--- src/rtl/uart_pkg.sv ---
// Shared definitions for the oversampling UART receiver: parity modes, FSM states,
// the tick divider calculation and small bit-level helpers.
package uart_pkg;

  localparam int unsigned PARITY_NONE = 32'd0;
  localparam int unsigned PARITY_ODD  = 32'd1;
  localparam int unsigned PARITY_EVEN = 32'd2;

  typedef enum logic [2:0] {
    ST_IDLE      = 3'd0,
    ST_START     = 3'd1,
    ST_DATA      = 3'd2,
    ST_PARITY    = 3'd3,
    ST_STOP      = 3'd4,
    ST_WAIT_HIGH = 3'd5
  } rx_state_e;

  function automatic int unsigned calc_div(input int unsigned clk_hz,
                                           input int unsigned baud,
                                           input int unsigned os);
    return clk_hz / (baud * os);
  endfunction

  function automatic logic maj3(input logic a, input logic b, input logic c);
    return (a & b) | (a & c) | (b & c);
  endfunction

  // ones_odd is the XOR over data and parity bit
  function automatic logic parity_bad(input int unsigned mode, input logic ones_odd);
    logic bad;
    case (mode)
      PARITY_ODD:  bad = ~ones_odd;
      PARITY_EVEN: bad = ones_odd;
      default:     bad = 1'b0;
    endcase
    return bad;
  endfunction

endpackage

--- src/rtl/sync_fifo.sv ---
// Show-ahead synchronous FIFO; full/empty come from pointers carrying an extra wrap bit.
// A write while full is accepted only when a read frees a slot in the same cycle.
module sync_fifo #(
  parameter int unsigned WIDTH = 8,
  parameter int unsigned DEPTH = 4
) (
  input  logic             clk,
  input  logic             rst_n,
  input  logic             wr_en,
  input  logic [WIDTH-1:0] wr_data,
  input  logic             rd_en,
  output logic [WIDTH-1:0] rd_data,
  output logic             empty,
  output logic             full
);

  localparam int unsigned AW = (DEPTH > 1) ? $clog2(DEPTH) : 1;

  logic [AW:0]      wr_ptr_q, wr_ptr_d;
  logic [AW:0]      rd_ptr_q, rd_ptr_d;
  logic [WIDTH-1:0] mem_q [DEPTH];
  logic [WIDTH-1:0] mem_d [DEPTH];
  logic             do_wr_s;
  logic             do_rd_s;

  assign empty   = (wr_ptr_q == rd_ptr_q);
  assign full    = (wr_ptr_q[AW] != rd_ptr_q[AW]) && (wr_ptr_q[AW-1:0] == rd_ptr_q[AW-1:0]);
  assign rd_data = mem_q[rd_ptr_q[AW-1:0]];

  // Next-state for pointers and storage
  always_comb begin
    do_rd_s  = rd_en & ~empty;
    do_wr_s  = wr_en & (~full | do_rd_s);
    mem_d    = mem_q;
    wr_ptr_d = wr_ptr_q;
    rd_ptr_d = rd_ptr_q;
    if (do_wr_s) begin
      mem_d[wr_ptr_q[AW-1:0]] = wr_data;
      wr_ptr_d                = wr_ptr_q + (AW+1)'(1);
    end else begin
      wr_ptr_d = wr_ptr_q;
    end
    if (do_rd_s) begin
      rd_ptr_d = rd_ptr_q + (AW+1)'(1);
    end else begin
      rd_ptr_d = rd_ptr_q;
    end
  end

  // FIFO state registers
  always_ff @(posedge clk or negedge rst_n) begin
    if (!rst_n) begin
      wr_ptr_q <= '0;
      rd_ptr_q <= '0;
      for (int i = 0; i < int'(DEPTH); i++) begin
        mem_q[i] <= '0;
      end
    end else begin
      wr_ptr_q <= wr_ptr_d;
      rd_ptr_q <= rd_ptr_d;
      mem_q    <= mem_d;
    end
  end

endmodule

--- src/rtl/uart_rx_fifo.sv ---
// Oversampling UART receiver with majority-vote bit sampling, sticky error flags
// and a small receive FIFO.
module uart_rx_fifo
  import uart_pkg::*;
#(
  parameter int unsigned CLOCK_HZ   = 50_000_000,
  parameter int unsigned BAUD_RATE  = 115200,
  parameter int unsigned OVERSAMPLE = 16,
  parameter int unsigned DATA_BITS  = 8,
  parameter int unsigned PARITY     = 0,
  parameter int unsigned STOP_BITS  = 1,
  parameter int unsigned FIFO_DEPTH = 4
) (
  input  logic                 clk,
  input  logic                 rst_n,
  input  logic                 rx,
  input  logic                 rd_en,
  output logic [DATA_BITS-1:0] rd_data,
  output logic                 empty,
  output logic                 full,
  output logic                 frame_err,
  output logic                 parity_err,
  output logic                 overrun,
  input  logic                 err_clr
);

  localparam int unsigned DIV   = calc_div(CLOCK_HZ, BAUD_RATE, OVERSAMPLE);
  localparam int unsigned DIV_W = (DIV > 1) ? $clog2(DIV) : 1;
  localparam int unsigned OS_W  = $clog2(OVERSAMPLE);
  localparam int unsigned BC_W  = 4;

  rx_state_e            state_q, state_d;
  logic                 rx_meta_q, rx_meta_d;
  logic                 rx_sync_q, rx_sync_d;
  logic                 rx_prev_q, rx_prev_d;
  logic [DIV_W-1:0]     div_cnt_q, div_cnt_d;
  logic [OS_W-1:0]      os_cnt_q, os_cnt_d;
  logic [BC_W-1:0]      bit_cnt_q, bit_cnt_d;
  logic [1:0]           samp_q, samp_d;
  logic [DATA_BITS-1:0] shift_q, shift_d;
  logic                 par_q, par_d;
  logic                 frame_bad_q, frame_bad_d;
  logic                 push_q, push_d;
  logic                 frame_err_q, frame_err_d;
  logic                 parity_err_q, parity_err_d;
  logic                 overrun_q, overrun_d;

  logic tick_s, bit_end_s, samp_a_s, samp_b_s, decide_s, maj_s;
  logic fe_evt_s, pe_evt_s, ov_evt_s, stop_bad_s;
  logic fifo_full_s;

  // Ticks are numbered 1..OVERSAMPLE within a bit; os_cnt_q holds (tick number - 1).
  assign tick_s    = (div_cnt_q == DIV_W'(DIV - 1));
  assign bit_end_s = tick_s && (os_cnt_q == OS_W'(OVERSAMPLE - 1));
  assign samp_a_s  = tick_s && (os_cnt_q == OS_W'(OVERSAMPLE/2 - 2));
  assign samp_b_s  = tick_s && (os_cnt_q == OS_W'(OVERSAMPLE/2 - 1));
  assign decide_s  = tick_s && (os_cnt_q == OS_W'(OVERSAMPLE/2));
  assign maj_s     = maj3(samp_q[1], samp_q[0], rx_sync_q);
  assign ov_evt_s  = push_q & fifo_full_s & ~rd_en;

  // Receiver FSM, timing counters and sticky flag next-state
  always_comb begin
    rx_meta_d   = rx;
    rx_sync_d   = rx_meta_q;
    rx_prev_d   = rx_sync_q;
    state_d     = state_q;
    div_cnt_d   = tick_s ? '0 : div_cnt_q + DIV_W'(1);
    os_cnt_d    = os_cnt_q;
    bit_cnt_d   = bit_cnt_q;
    samp_d      = samp_q;
    shift_d     = shift_q;
    par_d       = par_q;
    frame_bad_d = frame_bad_q;
    push_d      = 1'b0;
    fe_evt_s    = 1'b0;
    pe_evt_s    = 1'b0;
    stop_bad_s  = 1'b0;

    if (bit_end_s) begin
      os_cnt_d = '0;
    end else if (tick_s) begin
      os_cnt_d = os_cnt_q + OS_W'(1);
    end else begin
      os_cnt_d = os_cnt_q;
    end

    if (samp_a_s || samp_b_s) begin
      samp_d = {samp_q[0], rx_sync_q};
    end else begin
      samp_d = samp_q;
    end

    case (state_q)
      ST_IDLE: begin
        if (rx_prev_q && !rx_sync_q) begin
          state_d     = ST_START;
          div_cnt_d   = '0;
          os_cnt_d    = '0;
          frame_bad_d = 1'b0;
        end else begin
          state_d = ST_IDLE;
        end
      end
      // A high line at mid start bit is a glitch; otherwise ride out the start bit
      ST_START: begin
        if (samp_b_s && rx_sync_q) begin
          state_d = ST_IDLE;
        end else if (bit_end_s) begin
          state_d   = ST_DATA;
          bit_cnt_d = '0;
        end else begin
          state_d = ST_START;
        end
      end
      ST_DATA: begin
        if (decide_s) begin
          shift_d   = {maj_s, shift_q[DATA_BITS-1:1]};
          bit_cnt_d = bit_cnt_q + BC_W'(1);
        end else if (bit_end_s && (bit_cnt_q == BC_W'(DATA_BITS))) begin
          bit_cnt_d = '0;
          state_d   = (PARITY != PARITY_NONE) ? ST_PARITY : ST_STOP;
        end else begin
          state_d = ST_DATA;
        end
      end
      ST_PARITY: begin
        if (decide_s) begin
          par_d = maj_s;
        end else if (bit_end_s) begin
          state_d   = ST_STOP;
          bit_cnt_d = '0;
        end else begin
          state_d = ST_PARITY;
        end
      end
      ST_STOP: begin
        if (decide_s) begin
          stop_bad_s = frame_bad_q | ~maj_s;
          if (bit_cnt_q == BC_W'(STOP_BITS - 1)) begin
            fe_evt_s  = stop_bad_s;
            pe_evt_s  = parity_bad(PARITY, ^{shift_q, par_q});
            push_d    = ~fe_evt_s & ~pe_evt_s;
            bit_cnt_d = '0;
            state_d   = stop_bad_s ? ST_WAIT_HIGH : ST_IDLE;
          end else begin
            frame_bad_d = stop_bad_s;
            bit_cnt_d   = bit_cnt_q + BC_W'(1);
          end
        end else begin
          state_d = ST_STOP;
        end
      end
      ST_WAIT_HIGH: begin
        if (rx_sync_q) begin
          state_d = ST_IDLE;
        end else begin
          state_d = ST_WAIT_HIGH;
        end
      end
      default: begin
        state_d = ST_IDLE;
      end
    endcase

    frame_err_d  = (frame_err_q  & ~err_clr) | fe_evt_s;
    parity_err_d = (parity_err_q & ~err_clr) | pe_evt_s;
    overrun_d    = (overrun_q    & ~err_clr) | ov_evt_s;
  end

  // Receiver state registers
  always_ff @(posedge clk or negedge rst_n) begin
    if (!rst_n) begin
      state_q      <= ST_IDLE;
      rx_meta_q    <= 1'b1;
      rx_sync_q    <= 1'b1;
      rx_prev_q    <= 1'b1;
      div_cnt_q    <= '0;
      os_cnt_q     <= '0;
      bit_cnt_q    <= '0;
      samp_q       <= '0;
      shift_q      <= '0;
      par_q        <= 1'b0;
      frame_bad_q  <= 1'b0;
      push_q       <= 1'b0;
      frame_err_q  <= 1'b0;
      parity_err_q <= 1'b0;
      overrun_q    <= 1'b0;
    end else begin
      state_q      <= state_d;
      rx_meta_q    <= rx_meta_d;
      rx_sync_q    <= rx_sync_d;
      rx_prev_q    <= rx_prev_d;
      div_cnt_q    <= div_cnt_d;
      os_cnt_q     <= os_cnt_d;
      bit_cnt_q    <= bit_cnt_d;
      samp_q       <= samp_d;
      shift_q      <= shift_d;
      par_q        <= par_d;
      frame_bad_q  <= frame_bad_d;
      push_q       <= push_d;
      frame_err_q  <= frame_err_d;
      parity_err_q <= parity_err_d;
      overrun_q    <= overrun_d;
    end
  end

  sync_fifo #(
    .WIDTH (DATA_BITS),
    .DEPTH (FIFO_DEPTH)
  ) u_fifo (
    .clk     (clk),
    .rst_n   (rst_n),
    .wr_en   (push_q),
    .wr_data (shift_q),
    .rd_en   (rd_en),
    .rd_data (rd_data),
    .empty   (empty),
    .full    (fifo_full_s)
  );

  assign full       = fifo_full_s;
  assign frame_err  = frame_err_q;
  assign parity_err = parity_err_q;
  assign overrun    = overrun_q;

endmodule

--- config.mk ---
export PLATFORM = sky130hd
export DESIGN_NAME = uart_rx_fifo
export DESIGN_NICKNAME = d
export VERILOG_FILES = /design/src/rtl/uart_pkg.sv /design/src/rtl/sync_fifo.sv /design/src/rtl/uart_rx_fifo.sv
export SDC_FILE = /design/constraint.sdc
export NUM_CORES = 1
export LEC_CHECK = 0
export BUFFER_PORTS_ARGS = -buffer_cell sky130_fd_sc_hd__buf_2
export CAP_MARGIN = 20
export CORE_AREA = 10 10 90 92
export DETAILED_ROUTE_END_ITERATION = 6
export DIE_AREA = 0 0 100 102
export PLACE_DENSITY = 0.86
export SYNTH_ARGS = -nofsm -noshare
export SYNTH_HDL_FRONTEND = slang
export SYNTH_SLANG_ARGS = --single-unit
--- constraint.sdc ---
create_clock -name clk -period 3 [get_ports clk]
set_input_delay 0.75 -clock clk [delete_from_list [all_inputs] [get_ports clk]]
set_output_delay 0.75 -clock clk [all_outputs]
set_load 0.005 [all_outputs]
Word-level counts from Yosys, hierarchy flattened
Index checks and enable logic that the tools add are counted.
{"block": "totals", "reg_bits": 72, "latchBits": 0, "ram_bits": 0, "mem_bits_ro": 0, "input_bits": 5, "out_inout_bits": 13, "wordCells": 145, "mem_count": 0}
{"block": "classes", "addsub": 5, "mul": 0, "div_mod_pow": 0, "n_lt_le_gt_ge": 3, "eq_ne": 22, "n_shift": 0, "muxes": 49, "bitwise_logic": 27, "reduce_logical": 19}
{"operator": "$mux 4", "n": 11}
{"operator": "$bwmux 32", "n": 1}
{"operator": "$mux 3", "n": 8}
{"operator": "$mux 8", "n": 3}
{"operator": "$pmux 3 s6", "n": 1}
{"operator": "$bmux 8 s2", "n": 1}
{"operator": "$demux 8 s2", "n": 1}
{"operator": "$mux 1", "n": 16}
{"operator": "$pmux 4 s4", "n": 1}
{"operator": "$mux 5", "n": 3}
{"operator": "$eq 4x4->1 const B", "n": 3}
{"operator": "$ne 2x2->1 const B", "n": 6}
{"operator": "$and 1x1->1", "n": 11}
{"operator": "$logic_and 1x1->1", "n": 9}
{"operator": "$add 4x1->4 const B", "n": 2}
{"operator": "$eq 4x3->1 const B", "n": 2}
{"operator": "$not 1->1", "n": 7}
{"operator": "$or 1x1->1", "n": 7}
{"operator": "$add 3x1->3 const B", "n": 2}
{"operator": "$eq 3x2->1 const B", "n": 2}
{"operator": "$eq 3x3->1 const B", "n": 2}
{"operator": "$ge 3x3->1 const B", "n": 2}
{"operator": "$ne 3x3->1 const B", "n": 2}
{"operator": "$not 2->3", "n": 2}
{"operator": "other kinds (19)", "n": 20}

Longest topological paths before layout
{"block": "logic_depth", "depth_word": 10, "depth_mapped": 8, "depth_no_buf": 7}

Hierarchy
Synthesis repeated with hierarchy kept, for this count alone.
{"block": "hier_totals", "cells_unflattened": 314, "area_unflattened_um2": 3657.3}
{"mod": "sync_fifo", "instances": 1, "cells_per_inst": 153, "area_each_um2": 1929.4, "seq_area_each_um2": 950.9}
{"mod": "uart_rx_fifo", "instances": 1, "cells_per_inst": 161, "area_each_um2": 1727.9, "seq_area_each_um2": 854.6}

Least setup slack after synthesis
No wires, ideal clock.
{"block": "synth_timing", "path_kind": "register to register", "start": "register bit_cnt_q[0]", "end": "register state_q[2]", "setup_time_ns": 0.124, "arrival_ns": 1.774, "slack_ns": 1.102, "path_stages_with_launch": 7, "n_path_buf": 0, "synth_period_minus_slack_ns": 1.898, "cell_sequence": "dfrtp_1 -> inv_1 -> ha_1 -> or3b_1 -> or4_1 -> o211ai_1 -> o2bb2ai_1"}
{"block": "synth_via", "elab_chain_len": 5, "elab_cells_between_ends": 8, "classes_between": "eq/ne (2); mux (3); reduce/logical (3)"}
{"element": "from (decl)", "line": "uart_rx_fifo.sv:38", "text": "logic [BC_W-1:0] bit_cnt_q, bit_cnt_d;"}
{"element": "from (signal assigned)", "line": "uart_rx_fifo.sv:195", "text": "bit_cnt_q <= bit_cnt_d;"}
{"element": "$eq 4x4->1", "line": "uart_rx_fifo.sv:119", "text": "end else if (bit_end_s && (bit_cnt_q == BC_W'(DATA_BITS))) begin"}
{"element": "$logic_and 1x1->1", "line": "uart_rx_fifo.sv:119"}
{"element": "$mux 3", "line": "uart_rx_fifo.sv:119"}
{"element": "$mux 3", "line": "uart_rx_fifo.sv:116", "text": "if (decide_s) begin"}
{"element": "$pmux 3 s6", "line": "uart_rx_fifo.sv:93", "text": "case (state_q)"}
{"element": "to (signal assigned)", "line": "uart_rx_fifo.sv:189", "text": "state_q <= state_d;"}
{"element": "to (decl)", "line": "uart_rx_fifo.sv:32", "text": "rx_state_e state_q, state_d;"}
Several ways; a longest one is shown, not always the timed one. The select of a mux whose other input is x is not followed.
A chain may end at the register's enable or synchronous reset.

Worst setup path in the final report
{"block": "layout_timing", "start": "register u_fifo.rd_ptr_q[0]", "end": "output rd_data[1]"}
{"block": "layout_via", "elab_chain_len": 4}
{"element": "from (decl)", "line": "sync_fifo.sv:20", "text": "logic [AW:0] rd_ptr_q, rd_ptr_d;"}
{"element": "from (signal assigned)", "line": "sync_fifo.sv:60", "text": "rd_ptr_q <= rd_ptr_d;"}
{"element": "$not 2->3 (implied by the code)", "line": "sync_fifo.sv:28", "text": "assign rd_data = mem_q[rd_ptr_q[AW-1:0]];"}
{"element": "$bmux 8 s2", "line": "sync_fifo.sv:28"}
{"element": "$mux 8 (implied by the code) (2 in a row)", "line": "sync_fifo.sv:28"}
{"element": "to (decl)", "line": "uart_rx_fifo.sv:18", "text": "output logic [DATA_BITS-1:0] rd_data,"}
Every way passes these cells. The select of a mux whose other input is x is not followed.

==> results.md <==
- Maximum vdd drop: ~0.59 mV
- CTS Buffer Depth: 2
- TritonCTS buffer count: 9
- Pre-antenna DRT Iters: 4
- First-pass GRT wire length: around 11 mm
- Ant diodes: 0
- Layout fillers: 438
- Setup Total Neg Slack: 0 ns
- CP required: 2.25 ns
- Cell family with most CP delay: flip-flops
- Logic pwr share: 0.125
- Worst setup path class: flop to primary output
- Crit path max fanout: 11
- Initial antenna violation count: 0
- Distinct cells, synth: 54
- Share of the yosys chip area belonging to registers: 0.487
- Flop pwr share: 0.480
- Layout cell share with drive strength beyond 1: 0.299
- Commonest non-fill, non-tap cell in the layout: dfrtp_1
- Startpoint Class: flop
- Reg clk slew, reported paths: 0.08 ns
- Commonest non-fill, non-tap cells in the layout: 69 x dfrtp_1, 32 x mux2_4, 19 x nand2_1, 17 x nor2_1, 17 x buf_2
- Routed Antenna Nets: 0
- RePlAce Congestion: 0.836
- Die Y: 102 um
- Top_reg_cell synth: dfrtp_1
- Wire per inst: around 17 um
- Capturing point of the worst reg2reg path: state_q[2]
- Hold Buf Count CTS: 0
- DP HPWL: ~4.4 mm
- Fin crit share: 0.859
- Clk sinks: 72
- Die width: 100 um
- Fin crit period: ~2.6 ns
- Vias post-DR: 2187
- CP arrival: 1.83 ns
- Maximum clock rate: ~390 MHz
- Initial Util: 0.591
- Worst reg-to-reg path cell count: 6
- Largest net degree at the start of global routing: 52
- Via density per instance: 5.79
- Worst r2r src: bit_cnt_q[0]
- Area of the die: 0.0102 mm^2
- Resized cells post-CTS: 0
- Status: completed
- Synth Cell Area: about 0.0037 mm^2
- Final WL: around 6.3 mm
- WHS: 0.358 ns
- Slowest stage cell on the critical path: dfrtp_1
- Critical Path Max Stage Delay: 0.69 ns
- Number of synthesized flops with an enable pin: 0
- Nets: approximately 310
- Utilization after layout: 0.652
- CTS tree: done
- Clock power frac: 0.395
- MaxCap Viol Count: 0
- Total gr overflow: 0
- Leakage: 2.07 nW
- Post-CTS Setup Bufs: 0
- Worst Hold Class: input port to async pin
- Internal: approximately 1.8 mW
- Post-Synthesis Net Count: 292
- Final hold vios: 0
- Final setup viols: 0
- CP Capture Type: primary output
- Skew final: 0.0100 ns
- Synthesized area per cell: 13.5 um^2
- Area grow syn2layout: 10.3%
- CORE AREA: about 0.0063 mm^2
- Worst-Margin Slew: roughly 0.55 ns
- Reg2Reg Setup Slack: about 0.87 ns
- Levels on crit path: 2
- Yosys reg bits: 72
- Root buffer cell: clkbuf_8
- CP cell instances: mux4_1, buf_2
- Ports: 18
- Post-Syn Instances: 275
- Slew margin rel.: 0.636
- H-tree depth: 3
- Placed Area: around 0.0038 mm^2
- Yosys synthesis warning count: 0
- Sw Ratio: 0.265
- Worst path bufs/invs: 1
- Global Route Usage Sum: 0.132
- Vias in the first global route: 2218
- Power density cells: about 590 mW/mm^2
- PortBufs: 17
- Final instance area: 0.00409 mm^2
- DRC viols: 0
- Asr flop ratio synth: 1.00
- Worst-Skew Late Latency: 0.36 ns
- Unrepaired setup endpoints after global routing: no
- NetSw: 0.643 mW
- Cell row count: 29
- Initial DRC count: 130
- Final Slew Violations: 0
==> cells in the mapped netlist, types with 2 or more instances <==
master    number  share of area
nand2_8        4          0.022
nor2b_1        3         0.0051
xnor2_1        9          0.021
mux2_4        32           0.13
mux4_1         8          0.057
nor2_1        17          0.017
nand4b_1       2         0.0047
nand2_1       19          0.019
inv_1         11          0.011
buf_6          3         0.0091
nor3b_1        2         0.0040
nand3_1       10          0.013
ha_1          12          0.040
o22ai_1        2         0.0034
mux2i_1        2         0.0054
dfstp_2        3          0.021
dfrtp_1       69           0.47
o31a_1         2         0.0047
nand2b_1       2         0.0034
o21ai_0        6         0.0081
buf_2          3         0.0040
xor2_1         3         0.0071
mux2_2        11          0.033
o31ai_1        2         0.0040
o21a_1         4         0.0081
a21oi_1        6         0.0081
==> sequential cells by signal, indices dropped and copies added, names as in the netlist, 3 cells and up <==
| name | count |
|---|---|
| u_fifo.rd_ptr_q | 3 |
| bit_cnt_q | 4 |
| shift_q | 8 |
| os_cnt_q | 4 |
| u_fifo.mem_q | 32 |
| div_cnt_q | 5 |
| state_q | 3 |
| u_fifo.wr_ptr_q | 3 |
==> logic make-up after synthesis <==
logic type,Yosys count,synth area share
AO/OA/AOI/OAI,33,0.0624
XOR/XNOR,12,0.0283
adder cells (fa/ha/maj),13,0.0432
buffers and inverters,20,0.0327
flip-flops,72,0.487
multiplexers,53,0.225
AND/OR/NAND/NOR,72,0.122
==> worst reg2reg max path: cells and delay by family, from the launching register on <==
family,cells,cell delay (ns)
and+or+nand+nor,2,1.00
buffers and inverters,1,0.10
DFF,1,0.41
AOI/OAI and AO/OA,2,0.29
adders and majority gates,1,0.19
==> worst max path at each step <==
stage	slack (ns)	from	endpoint
3_5_place_dp	0.80	u_fifo.rd_ptr_q[0]	rd_data[1]
6_report	0.42	u_fifo.rd_ptr_q[0]	rd_data[1]
2_1_floorplan	1.10	bit_cnt_q[0]	state_q[2]
5_1_grt	0.34	u_fifo.rd_ptr_q[0]	rd_data[1]
3_3_place_gp	0.85	u_fifo.rd_ptr_q[0]	rd_data[4]
4_1_cts	0.40	u_fifo.rd_ptr_q[0]	rd_data[1]
==> routing by layer <==
layer	global-route usage	routed length, um	up-vias
met2	0.210	2990	45
met5	0	0	-
li1	-	-	1036
met4	0.0685	162	0
met3	0.0331	290	17
met1	0.163	2850	1089
==> stage by stage <==
step	setup slack [ns]	power, mW	instances
finish	0.422	2.43	378
global route	0.339	2.54	378
CTS	0.403	2.45	378
detailed placement	0.803	1.49	362
global placement	0.853	1.47	362
floorplan	1.10	1.42	275
==> power by group through the flow <==
stage,Sequential [mW],Combinational (mW),Clock (mW)
floorplan,1.12,0.304,0
global placement,1.18,0.295,0
detailed placement,1.18,0.306,0
CTS,1.16,0.311,0.977
global route,1.18,0.349,1.01
finish,1.16,0.303,0.960
==> final cells by class <==
class / count / area, um^2 / share of cell area
clock inverters: 6 / 115 / 0.0281
well taps: 77 / 96.3 / 0.0235
repair buffers: 19 / 113 / 0.0275
flip-flops and latches: 72 / 1810 / 0.441
multi-input cells: 183 / 1780 / 0.436
clock buffers: 10 / 138 / 0.0336
inverters: 11 / 41.3 / 0.0101
Power figures use the tool's default switching activity.
